[config.mk]
export PLATFORM = sky130hd
export DESIGN_NAME = pipeline_stage_reg
export DESIGN_NICKNAME = d
export VERILOG_FILES = /design/src/rtl/pipeline_stage_reg.sv
export SDC_FILE = /design/constraint.sdc
export NUM_CORES = 1
export LEC_CHECK = 0
export ABC_AREA = 1
export CORE_MARGIN = 4
export CORE_UTILIZATION = 44
export DETAILED_ROUTE_END_ITERATION = 6
export PLACE_DENSITY = 0.8
export REMOVE_ABC_BUFFERS = 1
export SYNTH_ARGS = -nofsm -noshare
export SYNTH_HDL_FRONTEND = slang
export SYNTH_SLANG_ARGS = --single-unit
[constraint.sdc]
create_clock -name clk -period 13.1 [get_ports clk]
set_input_delay 3.275 -clock clk [delete_from_list [all_inputs] [get_ports clk]]
set_output_delay 3.275 -clock clk [all_outputs]
set_load 0.02 [all_outputs]
[src/rtl/pipeline_stage_reg.sv]
// Inter-stage pipeline register: IR, control and payload with a valid/ready handshake, a 2-entry skid buffer and flush-to-bubble.
// Define PIPE_STAGE_STATS_EN to build the saturating stall/flush statistics counters.
module pipeline_stage_reg #(
    parameter int                DATA_W    = 96,
    parameter int                IR_W      = 16,
    parameter logic [IR_W-1:0]   NOP_IR    = 16'hF000,
    parameter int                CTRL_W    = 8,
    parameter logic [CTRL_W-1:0] CTRL_SAFE = 8'h01,
    parameter int                SKID      = 1
) (
    input  logic              clk,
    input  logic              reset,
    input  logic              flush,
    input  logic              in_valid,
    output logic              in_ready,
    input  logic [IR_W-1:0]   in_ir,
    input  logic [CTRL_W-1:0] in_ctrl,
    input  logic [DATA_W-1:0] in_data,
    output logic              out_valid,
    input  logic              out_ready,
    output logic [IR_W-1:0]   out_ir,
    output logic [CTRL_W-1:0] out_ctrl,
    output logic [DATA_W-1:0] out_data,
    output logic [1:0]        occupancy,
    output logic [15:0]       stat_stall,
    output logic [15:0]       stat_flush
);

    logic              mValid, sValid;
    logic [IR_W-1:0]   mIr, sIr;
    logic [CTRL_W-1:0] mCtrl, sCtrl;
    logic [DATA_W-1:0] mData, sData;
    logic              inXfer, outXfer, mFree;

    // With the skid entry, in_ready is pure registered state so out_ready never reaches upstream combinationally.
    assign in_ready  = (SKID != 0) ? !sValid : (!mValid || out_ready);
    assign inXfer    = in_valid && in_ready;
    assign outXfer   = mValid && out_ready;
    assign mFree     = outXfer || !mValid;
    assign occupancy = {1'b0, mValid} + {1'b0, sValid};

    // NOTE: only the valid bits and the visible payload are reset; IR/control are masked by the valid bit
    // and the skid payload is never observed while invalid, so those data registers need no reset.
    always_ff @(posedge clk) begin
        // NOTE: every register here uses non-blocking assignment so M can take S and S can take the input on the same edge.
        if (reset) begin
            mValid <= 1'b0;
            sValid <= 1'b0;
            mData  <= '0;
        end else if (flush) begin
            mValid <= 1'b0;
            sValid <= 1'b0;
        end else if (mFree) begin
            if (sValid) begin
                mValid <= 1'b1;
                mIr    <= sIr;
                mCtrl  <= sCtrl;
                mData  <= sData;
                sValid <= inXfer;
                if (inXfer) begin
                    sIr   <= in_ir;
                    sCtrl <= in_ctrl;
                    sData <= in_data;
                end
            end else begin
                mValid <= inXfer;
                if (inXfer) begin
                    mIr   <= in_ir;
                    mCtrl <= in_ctrl;
                    mData <= in_data;
                end
            end
        end else if (inXfer && (SKID != 0)) begin
            sValid <= 1'b1;
            sIr    <= in_ir;
            sCtrl  <= in_ctrl;
            sData  <= in_data;
        end
    end

    assign out_valid = mValid;
    assign out_ir    = mValid ? mIr : NOP_IR;
    assign out_ctrl  = mValid ? mCtrl : CTRL_SAFE;
    assign out_data  = mData;

`ifdef PIPE_STAGE_STATS_EN
    logic [15:0] stallCnt, flushCnt;

    always_ff @(posedge clk) begin
        if (reset) begin
            stallCnt <= '0;
            flushCnt <= '0;
        end else begin
            if (mValid && !out_ready && (stallCnt != 16'hFFFF)) stallCnt <= stallCnt + 16'd1;
            if (flush && (occupancy != 2'd0) && (flushCnt != 16'hFFFF)) flushCnt <= flushCnt + 16'd1;
        end
    end

    assign stat_stall = stallCnt;
    assign stat_flush = flushCnt;
`else
    assign stat_stall = 16'd0;
    assign stat_flush = 16'd0;
`endif

endmodule

==> metrics.md <==
| Metric | Value |
|---|---|
| Worst Hold Depth | 4 |
| Mapped Cells | about 1200 |
| Final nets | 1583 |
| Antenna viol nets, final | 0 |
| Area Growth Syn to Fin | 32.4% |
| Count leader, synth | nand2_1 |
| Dpl cells | 1742 |
| Met2 WL | 11.9 mm |
| Status | finished clean |
| R2R cell count | 4 |
| Post-CTS Resized | 0 |
| P_leak | a little over 6 nW |
| Most instantiated cells after synthesis | nand2_1, nor2_1, edfxtp_1 |
| Yosys cell types | 18 |
| Slowest CP cell | clkdlybuf4s50_1 |
| HP Class | flip-flop to flip-flop |
| Fin cells | 1790 |
| Synthesis-stage register bit count | around 240 |
| Fmax | 173 MHz |
| Worst path depth | 2 |
| Antenna violations before repair | 1 |
| Io pins | ~280 |
| Core footprint | 0.0228 mm² |
| WL met3 | 2.06 mm |
| Global route overflow | 0 |
| Final hold vios | 0 |
| Die Height | 161 µm |
| Vias in the first global route | 7910 |
| Residual DRC | 0 |
| Met1 WL | 10.6 mm |
| Initial Util | 0.452 |
| Clk_lat worst skew | about 0.51 ns |
| Max cap viols | 0 |
| CP required | approximately 9.8 ns |
| Drt first pass iters | 4 |
| Hold_sp | out_data[10]$_SDFFE_PP0P_ |
| RD Place Congestion | 0.801 |
| GRT Overall Usage | 0.184 |
| Top cells by area, synth | edfxtp_1, nand2_1, dfxtp_1, nor2_1, inv_1 |
| Area of the mapped netlist | 0.0103 mm² |
| Clock Tree Root | clkbuf_16 |
| Setup crit end kind | output pin |
| Crit-path leading delay family | buffers and inverters |
| Cell taking the most area after synthesis | edfxtp_1 |
| Asr flop ratio synth | 0 |
| Max-slew violations | 0 |
| Max Used Layer | met5 |
| Max stage delay on crit path | between 0.7 and 0.8 ns |
| Post-Route Setup TNS | 0 ns |
| CTS Buf Count | 26 |
| Number of synthesized flops with an enable pin | 144 |
| Min Clock Period, post-route | 5.77 ns |
| First-pass GRT wire length | 39.6 mm |
| Top_reg_cell synth | edfxtp_1 |
| Iteration-0 DRC Markers | 467 |
| Routed WL | about 25 mm |
| Maximum clock insertion buffer count | 3 |
| Power Density | about 130 mW/mm² |
| Syn. warnings | 0 |
| FF-to-FF Start | sValid$_SDFFE_PP0P_ |
| Dpl cell area | 0.0128 mm² |
| Clock sink total | about 240 |
| Hpwl dp | 15.8 mm |
| Cell area after layout | around 0.014 mm² |
| Setup Crit Path Kind | flip-flop to output pin |
| Setup bufs post-CTS | 0 |
| Drt wl/cell | 13.9 µm |
| CP Launch Point | sValid$_SDFFE_PP0P_ |
| CTS clock-pin slew for the worst setup and hold paths | 0.06 ns |
| Antenna Cells | 0 |
| H-tree levels | 1 |
| Peak supply drop | about 100 µV |
| Layout cells sized above 1 | 0.0433 |
| Final period util | 0.441 |
| Setup violations, final | 0 |
| Rows | between 50 and 60 |
| Post-synthesis sequential area ratio | 0.609 |
| CP Launch Type | flip-flop |
| Worst endpoint data arrival time | 2.50 ns |
| RSZ-0062 raised after global routing | no |
| CP bufs+invs | 2 |
| Worst-Margin Slew | 1.17 ns |
| DIE AREA | 0.0260 mm² |
| Tot Pwr | approximately 1.8 mW |
| Worst-path fanout max | 64 |
| CTS tree | done |
| Synth top area share | 0.419 |
| CTS hold repair buffers | 0 |
| Relative slew slack | 0.222 |
| Die width | between 150 and 200 µm |
| Largest net degree at the start of global routing | 97 |
| Vias after detailed routing | 8117 |
| Fin Clk Skew | 0.00721 ns |
| Mean post-synth cell area | 8.35 µm² |
| PortBufs | 248 |
| Number of vias per cell | 4.53 |
| Crit-path cells | inv_4, clkdlybuf4s50_1 |
stage by stage:
step                      setup WS (ns)   util  hold WS, ns
after floorplan                   0.698      -        0.494
after global placement             7.00  0.559        0.497
after detailed placement           6.98  0.559        0.502
after CTS                          7.29  0.598        0.514
after global routing               7.22  0.598        0.536
final                              7.33  0.598        0.512
cell families (layout without fill, tap and decap cells):
group,count (synthesis),in the layout,synth area share
adder cells (fa/ha/maj),1,1,0.00121
AO/OA/AOI/OAI,1,1,0.000485
flip-flops,242,242,0.609
other,1,32,0.000363
buffers and inverters,213,424,0.104
AND/OR/NAND/NOR,777,777,0.285
final cells by class:
type | instances | area [µm²]
Inverter | 121 | 458
Sequential cell | 242 | 6290
Fill cell | 1988 | 9190
Clock buffer | 33 | 761
Timing Repair Buffer | 255 | 2530
Clock inverter | 15 | 133
Tap cell | 313 | 392
Multi-Input combinational cell | 811 | 3090
worst min-delay path, cell delays in order, from the launching register on:
cell	delay [ns]
dfxtp_1	0.31
inv_1	0.05
nand2_1	0.04
nand2_1	0.05
nor2_1	0.03
placed cells by master (no fill, tap or decap), drive strengths merged:
master         synthesis  routed
or2                    5       5
nor3                   1       1
conb                   1      32
a21oi                  1       1
nor2                 194     194
clkinvlp               0       1
dfxtp                 98      98
edfxtp               144     144
clkdlybuf4s50          0     248
clkinv                 1      12
ha                     1       1
inv                  120     121
nand2                575     575
bufinv                 0       2
clkbuf                17      33
nand3                  2       2
buf                   75       7
flip-flops by register name (all words and copies together), names as in the netlist:
| register | cells |
|---|---|
| mIr | 16 |
| out_data | 96 |
| sValid | 1 |
| out_valid | 1 |
| sCtrl | 8 |
| sIr | 16 |
| mCtrl | 8 |
| sData | 96 |
power by group:
group | internal, mW | switching, mW
clock | 0.451 | 0.301
sequential | 0.831 | 0.0149
combinational | 0.0986 | 0.116
routing by layer:
metal / vias to the layer above / global-route usage
met3: 35 / 0.0452
met5: - / 0
met2: 280 / 0.320
met1: 3710 / 0.234
li1: 4090 / -
met4: 2 / 0.0392
path summary, 6_finish.rpt:
check / to / slack [ns]
setup reg to reg: mIr[3]$_DFFE_PP_ / 9.46
setup / recovery: in_ready / 7.33
hold reg to reg: out_data[10]$_SDFFE_PP0P_ / 0.51
hold / removal: out_data[10]$_SDFFE_PP0P_ / 0.51
Power figures use the tool's default switching activity.
